==> src/rtl/tick_gen.sv <==
// Multi-channel programmable clock-enable generator: per-channel strobe every d clocks
// plus a mode-selected output (the strobe, or a square wave of period 2d).
module tick_gen #(
  parameter int NCH = 4,
  parameter int DIV_W = 16,
  parameter int DEF_DIV = 4,
  parameter logic [NCH-1:0] RST_EN = {NCH{1'b1}},
  parameter logic [NCH-1:0] RST_MODE = {NCH{1'b0}},
  localparam int CH_W = (NCH > 1) ? $clog2(NCH) : 1
) (
  input  logic             clk,
  input  logic             rst_n,
  input  logic             cfg_we,
  input  logic [CH_W-1:0]  cfg_ch,
  input  logic [DIV_W-1:0] cfg_div,
  input  logic             cfg_mode,
  input  logic             cfg_en,
  input  logic             sync,
  output logic [NCH-1:0]   stb,
  output logic [NCH-1:0]   out
);

  logic [DIV_W-1:0] div_q [NCH];
  logic [DIV_W-1:0] cnt_q [NCH];
  logic [DIV_W-1:0] last  [NCH];
  logic [NCH-1:0]   mode_q, en_q, stb_q, sq_q, wr_hit;

  // Terminal count is d-1; a zero divisor behaves as d = 1, so it also terminates at 0.
  always_comb begin
    wr_hit = '0;
    for (int i = 0; i < NCH; i++) begin
      last[i]   = (div_q[i] == '0) ? '0 : div_q[i] - 1'b1;
      wr_hit[i] = cfg_we && (cfg_ch == CH_W'(i));
    end
  end

  always_ff @(posedge clk or negedge rst_n) begin
    if (!rst_n) begin
      for (int i = 0; i < NCH; i++) begin
        div_q[i] <= DIV_W'(DEF_DIV);
        cnt_q[i] <= '0;
      end
      mode_q <= RST_MODE;
      en_q   <= RST_EN;
      stb_q  <= '0;
      sq_q   <= '0;
    end else begin
      for (int i = 0; i < NCH; i++) begin
        if (wr_hit[i]) begin
          div_q[i]  <= cfg_div;
          mode_q[i] <= cfg_mode;
          en_q[i]   <= cfg_en;
          cnt_q[i]  <= '0;
          stb_q[i]  <= 1'b0;
          sq_q[i]   <= 1'b0;
        end else if (!en_q[i] || sync) begin
          cnt_q[i] <= '0;
          stb_q[i] <= 1'b0;
          sq_q[i]  <= 1'b0;
        end else if (cnt_q[i] == last[i]) begin
          cnt_q[i] <= '0;
          stb_q[i] <= 1'b1;
          sq_q[i]  <= ~sq_q[i];
        end else begin
          cnt_q[i] <= cnt_q[i] + 1'b1;
          stb_q[i] <= 1'b0;
        end
      end
    end
  end

  assign stb = stb_q;
  assign out = (mode_q & sq_q) | (~mode_q & stb_q);

endmodule
==> config.mk <==
export PLATFORM = sky130hd
export DESIGN_NAME = tick_gen
export DESIGN_NICKNAME = d
export VERILOG_FILES = /design/src/rtl/tick_gen.sv
export SDC_FILE = /design/constraint.sdc
export NUM_CORES = 1
export LEC_CHECK = 0
export ABC_AREA = 1
export BUFFER_PORTS_ARGS = -buffer_cell sky130_fd_sc_hd__buf_2
export CAP_MARGIN = 20
export CORE_MARGIN = 5
export CORE_UTILIZATION = 46
export CTS_CLUSTER_SIZE = 12
export DETAILED_ROUTE_END_ITERATION = 10
export PLACE_DENSITY = 0.66
export SYNTH_ARGS = -nofsm -noshare
export SYNTH_HDL_FRONTEND = slang
export SYNTH_SLANG_ARGS = --single-unit
==> constraint.sdc <==
create_clock -name clk -period 2.5 [get_ports clk]
set_input_delay 0.125 -clock clk [delete_from_list [all_inputs] [get_ports clk]]
set_output_delay 0.125 -clock clk [all_outputs]
set_load 0.02 [all_outputs]
Word level (Yosys, flattened, before mapping)
Cells that the tools add are included.
W data, S select, Z words.
- add/sub/neg operators: 8
- equality and inequality tests: 7
- multiplexer cells: 40
- bitwise operators: 8
- reductions and logical operators: 21
- operator list (cell ; count):
    $mux W16 ; 16
    $add A16 B1 Y16 const B ; 4
    $eq A16 B16 Y1 ; 4
    $logic_not A16 Y1 ; 4
    $sub A16 B1 Y16 const B ; 4
    $mux W1 ; 24
    $reduce_bool A3 Y1 ; 4
    $and A4 B4 Y4 ; 2
    $eq A2 B2 Y1 const B ; 2
    $logic_and A1 B1 Y1 ; 4
    $logic_not A1 Y1 ; 4
    $logic_or A1 B1 Y1 ; 4
    $not A1 Y1 ; 4
    $not A4 Y4 ; 1
    $or A4 B4 Y4 ; 1
    $eq A2 B1 Y1 const B ; 1
    $logic_not A2 Y1 ; 1
- register bits after elaboration: 144
- input port bits: 24
- output and inout port bits: 8
- word-level logic and storage cells: 105

Longest topological paths before layout
- depth after elaboration: 6
- gate-level depth with buffers: 17
- depth with buffers taken out: 17

Worst setup path before layout
OpenSTA, ideal clock, no wires.
- kind: register -> register
- start point: register div_q[48] (netlist name)
- end point: register cnt_q[50] (netlist name)
- library setup time: 120 ps
- data arrival time: 1886 ps
- data required time: 2380 ps
- path slack: 494 ps
- cell stages (with the launch flop): 16
- buffers on the path: 2
- clock period less this slack: 2006 ps
- path through: dfrtp_1 inv_1 ha_1 nand2_1 nor2_1 nand2_2 buf_6 nand4_1 nand2_1 nor2_1 nand2_1 nor2_1 nand2_2 nand2_4 buf_6 nor2_1
- longest elaborated chain between the ends: 6
- elaborated cells between the ends (all ways): 7
- those cells by class: add/sub: 1; eq/ne: 1; mux: 4; reduce/logical: 1
- RTL lines (item ; line ; text):
    start, declared ; 23 ; logic [DIV_W-1:0] div_q [NCH];
    start signal, assigned by index ; 40 ; div_q[i] <= DIV_W'(DEF_DIV);
    start signal, assigned by index ; 50 ; div_q[i] <= cfg_div;
    $sub A16 B1 Y16 / $logic_not A16 Y1 (equally long branches) ; 32 ; last[i] = (div_q[i] == '0) ? '0 : div_q[i] - 1'b1;
    $mux W16 (*) ; 32 ;
    $eq A16 B16 Y1 (*) ; 60 ; end else if (cnt_q[i] == last[i]) begin
    $mux W16 (*) ; 60 ;
    $mux W16 (*) ; 56 ; end else if (!en_q[i] || sync) begin
    $mux W16 (*) ; 49 ; if (wr_hit[i]) begin
    end signal, assigned by index ; 65 ; cnt_q[i] <= cnt_q[i] + 1'b1;
    end, declared ; 24 ; logic [DIV_W-1:0] cnt_q [NCH];
Mark *: on every way between the ends. The rest lies on a longest branch, timed or not.
A chain may end at the register's enable or synchronous reset.

Worst setup path after layout
- start point: register div_q[32] (netlist name)
- end point: register sq_q[1]
- longest elaborated chain between the ends: 4
- elaborated cells between the ends (all ways): 5
- those cells by class: add/sub: 1; eq/ne: 1; mux: 1; reduce/logical: 2
- RTL lines (item ; line ; text):
    $sub A16 B1 Y16 / $logic_not A16 Y1 (equally long branches) ; 32 ;
    $mux W16 (*) ; 32 ;
    $eq A16 B16 Y1 (*) ; 60 ;
    $reduce_bool A3 Y1 (no source line) (*) ; n/a ;
    end signal, assigned by index ; 63 ; sq_q[i] <= ~sq_q[i];
    end, declared ; 26 ; logic [NCH-1:0] mode_q, en_q, stb_q, sq_q, wr_hit;
Marked as above.

==> impl_metrics.csv <==
group,metric,value,unit
global_routing,grt_pass1_wl,39600,µm
global_routing,antenna_found_initial,0,
sta,hold_viol,0,
finish,final_common_cell,"nand2_1",
placement,place_congestion,0.970,
power,ir_drop,0.479,mV
floorplan,start_util,0.468,
outcome,status,"complete, no violations",
sta,fin_skew,0.0117,ns
finish,register_area,3610,µm²
sta,slew_viol_final,0,
sta,setup_ws,0.131,ns
finish,fill_cells,1974,
floorplan,ios,32,
synthesis,seq_area_frac_synth,0.381,
critical_path,path_max_fanout,17,
hold_path,hold_start,"cfg_en",
clocking,cts_tree,"yes",
placement,postPlaceCellArea,9890,µm²
critical_path,cp_slowest_cell,"dfrtp_1",
synthesis,syn-cell-area,9480,µm²
critical_path,reg2reg_to,"sq_q[1]",
routing,ant_nets,0,
clocking,clock-sinks,144,
critical_path,crit_end,"sq_q[1]",
global_routing,overflow,0,
routing,drt_iter0_drc,594,
sta,tightest_slew,0.613,ns
placement,dp_slack,0.0542,ns
finish,area_growth,13.8,%
finish,drive_above_1_share,0.101,
critical_path,arrival,2.72,ns
critical_path,reg2regPathDepth,14,
sta,tns,0,ns
finish,post-route-cell-area,10800,µm²
finish,stdcell_count,1739,
critical_path,cp-end-kind,"register",
routing,drc,0,
floorplan,rows,52,
critical_path,critPathMostFrequentCell,"nand2_1",
critical_path,criticalPathCategory,"register to register",
sta,maxSlewHeadroom,0.592,
finish,multi_input_area,5110,µm²
clocking,clkLatencyLatePin,0.43,ns
synthesis,ys_types,32,
sta,rsz0062_at_grt,"yes",
sta,fmax,0.422,GHz
placement,dp.cells,1687,
global_routing,track_usage,0.201,
critical_path,required,2.86,ns
power,p_per_area,682,nW/µm²
routing,routed_via_density,5.08,
floorplan,dieWidth,154,µm
placement,io_buffers,31,
synthesis,synth_area_per_cell,6.77,µm²
hold_path,worstHoldPathCells,3,
clocking,htree_levels,4,
clocking,clockRootBuffer,"clkbuf_16",
clocking,clock_path_buffers,2,
routing,wl_met2,11600,µm
sta,fin_crit_sh,0.948,
finish,fin_nets,1489,
routing,top_layer,"met4",
hold_path,hold_class,"primary input to register",
critical_path,critPathMaxStageDelay,0.37,ns
finish,most-common-layout-cells,"nand2_1 (420), nor2_1 (197), inv_1 (169), dfrtp_1 (136), nand3_1 (132)",
synthesis,synth_warnings,0,
critical_path,r2r_slack,0.13,ns
floorplan,die_y,154,µm
power,leakagePower,5.16,nW
routing,wl_met3,1010,µm
routing,drt_first_pass_iters,6,
clocking,cts_made_buffers,17,
floorplan,core_area,20200,µm²
critical_path,r2r_start,"div_q[32]",
critical_path,critPathLaunchType,"register",
floorplan,dieArea,23600,µm²
routing,wire_per_inst,13.7,µm
critical_path,path_cells,"inv_1, ha_1, nand2_1, nor2_2, nand2_4, nand2_1, nand2_1, a21oi_2, nand2_1, nor2_1, nand3_2, nand2_8, nand2_1, nand2_1",
sta,fin_crit,2.37,ns
clocking,cts_post_setup_buffers_inserted,0,
placement,dp.final_hpwl,17700,µm
synthesis,ys_ff_latch,144,
routing,totalWireLength,23900,µm
sta,setup_viol,0,
job,cap_viol_max_count,0,
routing,m1WireLength,11100,µm
global_routing,grt_max_degree,65,
synthesis,synth_nets,1432,
synthesis,synth_cells,1400,
routing,vias,8837,
critical_path,cp-startpoint,"div_q[32]",
clocking,clkTransAtPathRegs,0.06,ns
global_routing,grt_pass1_vias,8173,
finish,antenna_cells,0,
## state kept, by name (all words and copies together) (netlist names)
| name | count |
|---|---|
| en_q | 4 |
| mode_q | 4 |
| stb | 4 |
| div_q | 64 |
| cnt_q | 64 |
| sq_q | 4 |
## cells by family after synthesis
logic type | after synthesis | synth area share
multiplexers | 3 | 0.00356
XOR/XNOR | 51 | 0.0471
flip-flops | 144 | 0.381
buffers and inverters | 196 | 0.0887
adder cells (fa/ha/maj) | 8 | 0.0106
AO/OA/AOI/OAI | 109 | 0.0595
AND/OR/NAND/NOR | 889 | 0.409
## Yosys cell counts
master | number | area share
nand2_1 | 420 | 0.17
nor2_1 | 203 | 0.080
inv_1 | 169 | 0.067
dfrtp_1 | 136 | 0.36
nand3_1 | 132 | 0.070
o21ai_0 | 95 | 0.050
nand4_1 | 53 | 0.035
xor2_1 | 43 | 0.040
nor2_2 | 29 | 0.019
nor3_1 | 15 | 0.0079
clkbuf_1 | 13 | 0.0051
buf_6 | 10 | 0.012
nand2_2 | 9 | 0.0059
dfstp_2 | 8 | 0.022
ha_1 | 8 | 0.011
xnor2_1 | 8 | 0.0074
a21oi_1 | 7 | 0.0037
o21bai_1 | 6 | 0.0048
nand2_4 | 5 | 0.0059
nand3b_1 | 5 | 0.0040
and2_1 | 4 | 0.0026
nor2_4 | 4 | 0.0048
and3_1 | 3 | 0.0020
mux2_2 | 3 | 0.0036
buf_2 | 2 | 0.0011
nand3_2 | 2 | 0.0021
nor3b_1 | 2 | 0.0016
nor4_1 | 2 | 0.0013
a21oi_2 | 1 | 0.00092
buf_12 | 1 | 0.0021
buf_8 | 1 | 0.0016
or2_2 | 1 | 0.00066
## power breakdown
part           leakage [nW]  internal [mW]  switching, mW
logic                  2.96          0.628           1.16
clock network         0.314           1.80          0.985
registers              1.88           2.55          0.231
total                  5.16           4.98           2.38
## worst max-delay path, delay by kind of cell, from the launching register on
| kind | cells | cell delay (ns) |
|---|---|---|
| AOI/OAI and AO/OA | 1 | 0.15 |
| adders and majority gates | 1 | 0.24 |
| buffers and inverters | 1 | 0.15 |
| and+or+nand+nor | 11 | 1.39 |
| DFF | 1 | 0.37 |
## layer usage
metal  vias to the layer above  global-route usage
li1                       4565                   -
met1                      4077               0.270
met2                       174               0.339
met3                        21              0.0413
met4                         0              0.0433
met5                         -                   0
## worst min-delay path by stage
stage,endpoint,slack (ns)
after floorplan,cnt_q[0],-0.17
after global placement,cnt_q[9],0.14
after detailed placement,cnt_q[9],0.14
after CTS,en_q[2],0.06
after global routing,en_q[0],0.08
final,en_q[0],0.05
## timing repair
item,4_1_cts,5_1_grt
pin swaps,0,4
endpoints found under the setup margin,5,53
hold buffers,17,0
endpoints found under the hold margin,81,0
resized for setup,1,12
gates cloned,0,4
## per-stage QoR
| stage | power, mW | hold slack (ns) | util |
|---|---|---|---|
| 2_1_floorplan | 4.09 | -0.171 | - |
| 3_3_place_gp | 4.51 | 0.144 | 0.489 |
| 3_5_place_dp | 4.54 | 0.141 | 0.489 |
| 4_1_cts | 7.38 | 0.0630 | 0.530 |
| 5_1_grt | 7.84 | 0.0836 | 0.533 |
| 6_report | 7.35 | 0.0536 | 0.533 |
## cell type report
cell class | count | share of cell area
inverter | 169 | 0.0588
tap | 270 | 0.0313
timing repair buffer | 61 | 0.0410
multi-input combinational | 1064 | 0.474
clock buffer | 22 | 0.0458
sequential | 144 | 0.335
clock inverter | 9 | 0.0143
(Power assumes the default switching activity.)
